===== config.mk =====
export PLATFORM = sky130hd
export DESIGN_NAME = onn_coupled_neuron_flat
export DESIGN_NICKNAME = d
export VERILOG_FILES = /design/src/rtl/onn_pkg.sv /design/src/rtl/onn_coupled_neuron_if.sv /design/src/rtl/onn_phase_capture.sv /design/src/rtl/onn_coupled_neuron.sv /design/src/flat_wrapper.sv
export SDC_FILE = /design/constraint.sdc
export NUM_CORES = 1
export LEC_CHECK = 0
export CAP_MARGIN = 20
export CORE_MARGIN = 4
export CORE_UTILIZATION = 26
export DETAILED_ROUTE_END_ITERATION = 12
export HOLD_SLACK_MARGIN = 0.05
export SETUP_SLACK_MARGIN = 0.3
export SLEW_MARGIN = 20
export SYNTH_ARGS = -nofsm -noshare
export SYNTH_HDL_FRONTEND = slang
export SYNTH_SLANG_ARGS = --single-unit

===== constraint.sdc =====
create_clock -name clk -period 14.45 [get_ports clk]
set_input_delay 4.335 -clock clk [delete_from_list [all_inputs] [get_ports clk]]
set_output_delay 4.335 -clock clk [all_outputs]
set_load 0.02 [all_outputs]

===== src/rtl/onn_pkg.sv =====
// onn_pkg: shared types and constants for the coupled ONN neuron.
package onn_pkg;
   localparam int PHASE_W_DEF  = 16;
   localparam int WEIGHT_W_DEF = 4;
   typedef logic [PHASE_W_DEF-1:0] phase_t;
   typedef logic signed [WEIGHT_W_DEF-1:0] weight_t;
   localparam phase_t PHASE_HALF = phase_t'(1) << (PHASE_W_DEF - 1);
   typedef enum logic [1:0] {IDLE, ACCUM, APPLY} state_t;
endpackage


===== src/rtl/onn_coupled_neuron_if.sv =====
// onn_coupled_neuron_if: control, neighbour and phase-result signals of one ONN node.
interface onn_coupled_neuron_if #(
   parameter int N_IN     = 4,
   parameter int PHASE_W  = onn_pkg::PHASE_W_DEF,
   parameter int WEIGHT_W = onn_pkg::WEIGHT_W_DEF
);
   logic                     i_tick_en;
   logic                     i_couple_en;
   logic                     i_phi_load;
   logic [PHASE_W-1:0]       i_phi_init;
   logic [N_IN-1:0]          i_nin;
   logic [N_IN*WEIGHT_W-1:0] i_weights;
   logic                     o_nout;
   logic [PHASE_W-1:0]       o_phi_out;
   logic                     o_phi_valid;
   logic                     i_phi_ready;
   logic                     o_upd_busy;
   modport slave (
      input  i_tick_en, i_couple_en, i_phi_load, i_phi_init, i_nin, i_weights, i_phi_ready,
      output o_nout, o_phi_out, o_phi_valid, o_upd_busy
   );
   modport master (
      output i_tick_en, i_couple_en, i_phi_load, i_phi_init, i_nin, i_weights, i_phi_ready,
      input  o_nout, o_phi_out, o_phi_valid, o_upd_busy
   );
endinterface


===== src/rtl/onn_phase_capture.sv =====
// onn_phase_capture: synchronises one neighbour wave and latches its phase offset
// at the first rising edge of each own period.
module onn_phase_capture import onn_pkg::*; #(
   parameter int                 PHASE_W = PHASE_W_DEF,
   parameter logic [PHASE_W-1:0] HALF    = PHASE_W'(PHASE_HALF)
) (
   input  logic                      clk,
   input  logic                      reset,
   input  logic                      i_nin,
   input  logic                      i_bnd,
   input  logic [PHASE_W-1:0]        i_p,
   output logic signed [PHASE_W-1:0] o_d,
   output logic                      o_vld
);
   logic [1:0]                r_sync;
   logic                      r_prev;
   logic                      r_vld;
   logic signed [PHASE_W-1:0] r_d;
   logic                      w_edge;
   assign w_edge = r_sync[1] & ~r_prev;
   assign o_d    = r_d;
   assign o_vld  = r_vld;
   // an edge on the boundary cycle opens the new period, so it beats the clear
   always_ff @(posedge clk or negedge reset) begin
      if (!reset) begin
         r_sync <= '0;
         r_prev <= 1'b0;
         r_d    <= '0;
         r_vld  <= 1'b0;
      end else begin
         r_sync <= {r_sync[0], i_nin};
         r_prev <= r_sync[1];
         if (w_edge && (!r_vld || i_bnd)) begin
            r_d   <= i_p - HALF;
            r_vld <= 1'b1;
         end else if (i_bnd) begin
            r_vld <= 1'b0;
         end
      end
   end
endmodule


===== src/rtl/onn_coupled_neuron.sv =====
// onn_coupled_neuron: phase oscillator nudged once per period by a weighted sum of
// neighbour phase offsets; define ONN_STEP_SAT_EN to clamp each correction to +/-MAX_STEP.
module onn_coupled_neuron import onn_pkg::*; #(
   parameter int N_IN     = 4,
   parameter int PHASE_W  = PHASE_W_DEF,
   parameter int WEIGHT_W = WEIGHT_W_DEF,
   parameter int SHIFT    = 4
`ifdef ONN_STEP_SAT_EN
   ,parameter int MAX_STEP = 2 ** (PHASE_W - 4)
`endif
) (
   input logic                clk,
   input logic                reset,
   onn_coupled_neuron_if.slave bus
);
   localparam int SW = PHASE_W + WEIGHT_W + $clog2(N_IN);
   localparam int IW = (N_IN > 1) ? $clog2(N_IN) : 1;
   localparam logic [PHASE_W-1:0] HALF = {1'b1, {(PHASE_W-1){1'b0}}};
   logic [PHASE_W-1:0]        r_acc, r_phi, r_phi_out, w_p, w_corr, w_phi_nxt;
   logic                      r_nout, r_valid, w_bnd, w_start, w_apply;
   state_t                    r_state, w_state_nxt;
   logic [IW-1:0]             r_idx;
   logic signed [SW-1:0]      r_sum, w_prod, w_corr_full;
   logic signed [WEIGHT_W-1:0] w_wsel;
   logic signed [PHASE_W-1:0] w_dsel;
   logic signed [PHASE_W-1:0] w_d [N_IN];
   logic signed [PHASE_W-1:0] r_dsnap [N_IN];
   logic [N_IN-1:0]           w_vld, r_vsnap;
   assign w_p   = r_acc + r_phi;
   assign w_bnd = bus.i_tick_en && (r_acc == '1);
   for (genvar i = 0; i < N_IN; i++) begin : g_cap
      onn_phase_capture #(.PHASE_W(PHASE_W), .HALF(HALF)) u_cap (
         .clk   (clk),
         .reset (reset),
         .i_nin (bus.i_nin[i]),
         .i_bnd (w_bnd),
         .i_p   (w_p),
         .o_d   (w_d[i]),
         .o_vld (w_vld[i])
      );
   end
   assign w_wsel      = bus.i_weights[r_idx*WEIGHT_W +: WEIGHT_W];
   assign w_dsel      = r_dsnap[r_idx];
   assign w_prod      = r_vsnap[r_idx] ? SW'(w_wsel) * SW'(w_dsel) : '0;
   assign w_corr_full = r_sum >>> SHIFT;
`ifdef ONN_STEP_SAT_EN
   localparam logic signed [SW-1:0] MAXS = SW'(MAX_STEP);
   assign w_corr = PHASE_W'(w_corr_full > MAXS ? MAXS : (w_corr_full < -MAXS ? -MAXS : w_corr_full));
`else
   assign w_corr = PHASE_W'(w_corr_full);
`endif
   assign w_phi_nxt       = r_phi - w_corr;
   assign bus.o_nout      = r_nout;
   assign bus.o_phi_out   = r_phi_out;
   assign bus.o_phi_valid = r_valid;
   assign bus.o_upd_busy  = (r_state != IDLE);
   // a load aborts any update in flight; boundaries seen while busy are dropped
   always_comb begin
      w_state_nxt = r_state;
      w_start     = 1'b0;
      w_apply     = 1'b0;
      if (bus.i_phi_load) begin
         w_state_nxt = IDLE;
      end else begin
         case (r_state)
            IDLE: begin
               w_start     = w_bnd & bus.i_couple_en;
               w_state_nxt = w_start ? ACCUM : IDLE;
            end
            ACCUM: w_state_nxt = (r_idx == IW'(N_IN - 1)) ? APPLY : ACCUM;
            default: begin
               w_apply     = 1'b1;
               w_state_nxt = IDLE;
            end
         endcase
      end
   end
   always_ff @(posedge clk or negedge reset) begin
      if (!reset) r_state <= IDLE;
      else        r_state <= w_state_nxt;
   end
   always_ff @(posedge clk or negedge reset) begin
      if (!reset) begin
         r_acc     <= '0;
         r_phi     <= '0;
         r_phi_out <= '0;
         r_nout    <= 1'b0;
         r_valid   <= 1'b0;
         r_idx     <= '0;
         r_sum     <= '0;
         r_vsnap   <= '0;
         r_dsnap   <= '{default: '0};
      end else begin
         if (bus.i_tick_en) r_acc <= r_acc + PHASE_W'(1);
         r_nout <= w_p[PHASE_W-1];
         if (bus.i_phi_load) r_phi <= bus.i_phi_init;
         else if (w_apply)   r_phi <= w_phi_nxt;
         if (w_apply) r_phi_out <= w_phi_nxt;
         r_valid <= w_apply | (r_valid & ~bus.i_phi_ready);
         if (w_start) begin
            r_idx   <= '0;
            r_sum   <= '0;
            r_vsnap <= w_vld;
            r_dsnap <= w_d;
         end else if (r_state == ACCUM) begin
            r_idx <= r_idx + IW'(1);
            r_sum <= r_sum + w_prod;
         end
      end
   end
endmodule


===== src/flat_wrapper.sv =====
// flat-port wrapper written by rule: the top's interface ports become plain ports
module onn_coupled_neuron_flat import onn_pkg::*;
#(
   parameter int N_IN     = 4,
   parameter int PHASE_W  = PHASE_W_DEF,
   parameter int WEIGHT_W = WEIGHT_W_DEF,
   parameter int SHIFT    = 4

)
  (clk, reset, bus_i_tick_en, bus_i_couple_en, bus_i_phi_load, bus_i_phi_init, bus_i_nin, bus_i_weights, bus_i_phi_ready, bus_o_nout, bus_o_phi_out, bus_o_phi_valid, bus_o_upd_busy);
  onn_coupled_neuron_if #(.N_IN(N_IN), .PHASE_W(PHASE_W), .WEIGHT_W(WEIGHT_W)) bus_i ();
  input logic clk;
  input logic reset;
  input wire logic [$bits(bus_i.i_tick_en)-1:0] bus_i_tick_en;
  input wire logic [$bits(bus_i.i_couple_en)-1:0] bus_i_couple_en;
  input wire logic [$bits(bus_i.i_phi_load)-1:0] bus_i_phi_load;
  input wire logic [$bits(bus_i.i_phi_init)-1:0] bus_i_phi_init;
  input wire logic [$bits(bus_i.i_nin)-1:0] bus_i_nin;
  input wire logic [$bits(bus_i.i_weights)-1:0] bus_i_weights;
  input wire logic [$bits(bus_i.i_phi_ready)-1:0] bus_i_phi_ready;
  output wire logic [$bits(bus_i.o_nout)-1:0] bus_o_nout;
  output wire logic [$bits(bus_i.o_phi_out)-1:0] bus_o_phi_out;
  output wire logic [$bits(bus_i.o_phi_valid)-1:0] bus_o_phi_valid;
  output wire logic [$bits(bus_i.o_upd_busy)-1:0] bus_o_upd_busy;
  assign bus_i.i_tick_en = bus_i_tick_en;
  assign bus_i.i_couple_en = bus_i_couple_en;
  assign bus_i.i_phi_load = bus_i_phi_load;
  assign bus_i.i_phi_init = bus_i_phi_init;
  assign bus_i.i_nin = bus_i_nin;
  assign bus_i.i_weights = bus_i_weights;
  assign bus_i.i_phi_ready = bus_i_phi_ready;
  assign bus_o_nout = bus_i.o_nout;
  assign bus_o_phi_out = bus_i.o_phi_out;
  assign bus_o_phi_valid = bus_i.o_phi_valid;
  assign bus_o_upd_busy = bus_i.o_upd_busy;
  onn_coupled_neuron #(.N_IN(N_IN), .PHASE_W(PHASE_W), .WEIGHT_W(WEIGHT_W), .SHIFT(SHIFT)) u_core (.clk(clk), .reset(reset), .bus(bus_i));
endmodule

==> run_results.csv <==
group,metric,value,unit
status,status,"completed",
yosys,syn_nets,1553,
grt,met3_usage,0.0202,
drt,avgViaCountPerCell,4.60,
timing,min_period_over_period,0.733,
yosys,ys_warn_count,0,
yosys,synth_largest_area_cell,"dfrtp_1",
critical_path,critPathMaxFanout,17,
place,portBuffers,60,
drt,vias,9760,
clock_tree,numClockSinks,222,
timing,finalClockSkew,0.00893,ns
timing,hold_viol,0,
power_and_ir_drop,powerDensity,119,nW/um^2
clock_tree,clock_path_buffers,3,
critical_path,critical_path_class,"in2reg",
final_layout,final_area,15400,um^2
yosys,seq_area_frac_synth,0.419,
timing,maxSlewHeadroom,0.382,
critical_path,start_kind,"input port",
clock_tree,cts_tree,"done",
clock_tree,root_buffer,"clkbuf_16",
timing,grt_setup_unrepaired,"no",
final_layout,fin_nets,1600,
final_layout,num_antenna_cells,0,
drt,drtAntennaViolNets,0,
yosys,syn_area,13300,um^2
grt,grt_first_pass_wirelength,53100,um
timing,worst_slack,3.86,ns
grt,overflow,0,
place,placed_area,14600,um^2
yosys,syn_inst,1388,
min_path,hp-class,"reg2reg",
drt,wl,32600,um
timing,final-max-slew-violation-count,0,
yosys,ys_ff_latch,222,
die,io_pins,61,
critical_path,cp-end-kind,"flop",
timing,setup-violations-final,0,
drt,wl_per_cell,15.4,um
final_layout,syn2layout_area_growth,16.4,%
clock_tree,cts.clk_slew.worst_paths,0.06,ns
grt,met1_usage,0.152,
grt,antenna_found_initial,0,
yosys,yosys.area.top_type_share,0.419,
critical_path,cp.required,14.84,ns
critical_path,arrival,10.98,ns
yosys,syn_avg_cell_area,9.55,um^2
die,fp.coreArea,50300,um^2
clock_tree,clkLatencyLatePin,0.55,ns
die,die_w,234,um
clock_tree,cts.hold.buffers_added,0,
yosys,synthArstFlopShare,1.00,
die,initial_core_util,0.264,
final_layout,drive_gt1_frac,0.0787,
grt,globalRoute.busiestLayer,"met2",
yosys,ys_top_cells_by_area,"dfrtp_1 (42%), nand2_1 (11%), ha_1 (8.2%)",
place,gp_congestion,0.836,
drt,drt-initial-drc-count,542,
power_and_ir_drop,vdd_drop_max,0.0000867,V
yosys,netlist-cell-type-count,66,
die,rows,82,
die,dieArea,54700,um^2
die,fp.dieH,234,um
grt,grt_use_total,0.120,
timing,tightest_slew,0.924,ns
yosys,ys.flop_type,"dfrtp_1",
grt,grt_pass1_vias,9932,
timing,min_period,10.59,ns
clock_tree,post_cts_buffers,0,
drt,firstDrtPassIters,5,
power_and_ir_drop,power.leakage,7.48,nW
grt,grt_max_degree,81,
place,dpl.hpwl,23400,um
flow_run,drv_cap,0,
timing,max_freq,94.4,MHz
yosys,synth_edf_count,0,
clock_tree,cts_max_level,1,
clock_tree,cts_resized,0,
timing,tns,0,ns
drt,drcViolationCount,0,
clock_tree,cts_buffers,25,
place,post-place-ws,3.34,ns
grt,grt_util_met2,0.212,
-- report_power, final --
part / switching (mW) / internal, mW / leakage (nW) / total [mW]
logic: 0.217 / 0.162 / 4.19 / 0.379
registers: 0.0652 / 0.721 / 2.87 / 0.786
clock network: 0.262 / 0.406 / 0.421 / 0.668
total: 0.544 / 1.29 / 7.48 / 1.83
-- synthesized netlist by cell type (all sizes together), types with 4 or more instances --
library cell and number:
o21a 16, nand3 28, and2 44, or2 9, xnor2 41, and3b 4, nand2 379, nand3b 4
nor2b 13, nor2 60, nand2b 17, a31oi 4, mux2 28, a221o 4, nor4 4, inv 55
mux2i 9, fa 36, clkbuf 25, a21o 22, a211oi 6, o31ai 4, a21boi 7, o21ai 83
a21oi 31, a211o 5, nor3b 10, xor2 27, mux4 19, ha 87, nor3 9, and3 8
dfrtp 222, buf 26, nand4 5
-- area by class of cell --
cell class / count / area [um^2]
fillers: 5272 / 34800
clock buffers: 34 / 729
multi-input cells: 1060 / 7280
clock inverters: 7 / 131
well taps: 672 / 841
flip-flops and latches: 222 / 5560
inverters: 55 / 206
repair buffers: 71 / 692
-- flip-flops by register name (all words and copies together), names as in the netlist --
name / flops
u_core.bus.o_nout: 1
u_core.r_state: 2
u_core.g_cap.u_cap.o_d: 64
u_core.r_phi: 16
u_core.g_cap.u_cap.r_prev: 4
u_core.r_idx: 2
u_core.r_dsnap: 64
u_core.r_acc: 16
u_core.r_vsnap: 4
u_core.bus.o_phi_valid: 1
u_core.g_cap.u_cap.r_sync: 8
u_core.g_cap.u_cap.o_vld: 4
u_core.r_sum: 20
u_core.bus.o_phi_out: 16
-- worst paths after layout --
kind	from	end	slack (ns)	cells past startpoint
hold / removal	u_core.g_cap[2].u_cap.r_sync[0]	u_core.g_cap[2].u_cap.r_sync[1]	0.35	0
max in group asynchronous	reset	u_core.g_cap[1].u_cap.o_d[8]	9.37	2
min in group asynchronous	reset	u_core.r_dsnap[52]	3.76	1
hold reg to reg	u_core.g_cap[2].u_cap.r_sync[0]	u_core.g_cap[2].u_cap.r_sync[1]	0.35	0
setup reg to reg	u_core.r_idx[0]	u_core.r_sum[18]	6.91	23
setup / recovery	bus_i_weights[15]	u_core.r_sum[18]	3.86	26
-- metrics by stage --
| stage | hold WS, ns | power, mW | instances | utilization |
|---|---|---|---|---|
| final | 0.349 | 1.83 | 2121 | 0.307 |
| after global routing | 0.361 | 1.94 | 2121 | 0.307 |
| after CTS | 0.352 | 1.86 | 2121 | 0.307 |
| after detailed placement | 0.339 | 1.18 | 2080 | 0.290 |
| after global placement | 0.337 | 1.17 | 2080 | 0.290 |
| after floorplan | 0.331 | 1.05 | 1388 | - |
-- placed cells by master (no fill, tap or decap), types with 18 or more instances in the layout --
cell type        netlist  layout
a21o_1                22      22
inv_1                 55      55
xnor2_1               40      40
nand2_1              379     379
ha_1                  87      87
a21oi_1               31      31
dfrtp_1              222     221
nand3_1               28      28
o21ai_0               81      81
mux2_2                28      28
nor2_1                60      59
fa_1                  36      36
clkdlybuf4s50_1        0      59
mux4_2                18      18
xor2_1                27      27
and2_1                43      43
clkbuf_16              0      25
-- metal layers --
metal  vias to the layer above  wire (um)
met1                      4810      14500
met3                        44       1180
met2                       132      16400
li1                       4774          -
met4                         0        615
met5                         -          0
-- logic make-up after synthesis --
family,synth area share
adder cells (fa/ha/maj),0.136
AND/OR/NAND/NOR,0.201
flip-flops,0.419
multiplexers,0.0631
XOR/XNOR,0.0472
AO/OA/AOI/OAI,0.100
buffers and inverters,0.0325
-- worst max-delay path, stage by stage --
cell             delay (ns)
clkdlybuf4s50_1        0.46
mux2i_1                0.07
nand2_1                0.09
o21ai_1                0.06
buf_4                  0.21
or2_2                  0.33
fa_1                   0.52
fa_1                   0.58
fa_1                   0.41
inv_1                  0.06
ha_1                   0.16
inv_1                  0.06
fa_1                   0.39
nand2b_1               0.18
a211o_1                0.29
a32oi_1                0.46
xnor2_1                0.18
nor2_1                 0.07
ha_1                   0.33
and3_1                 0.22
a221o_1                0.32
a21o_1                 0.19
o21a_1                 0.22
o311ai_0               0.42
mux2i_1                0.24
o311ai_0               0.13
Note: power is estimated with default switching activity, not from simulation.
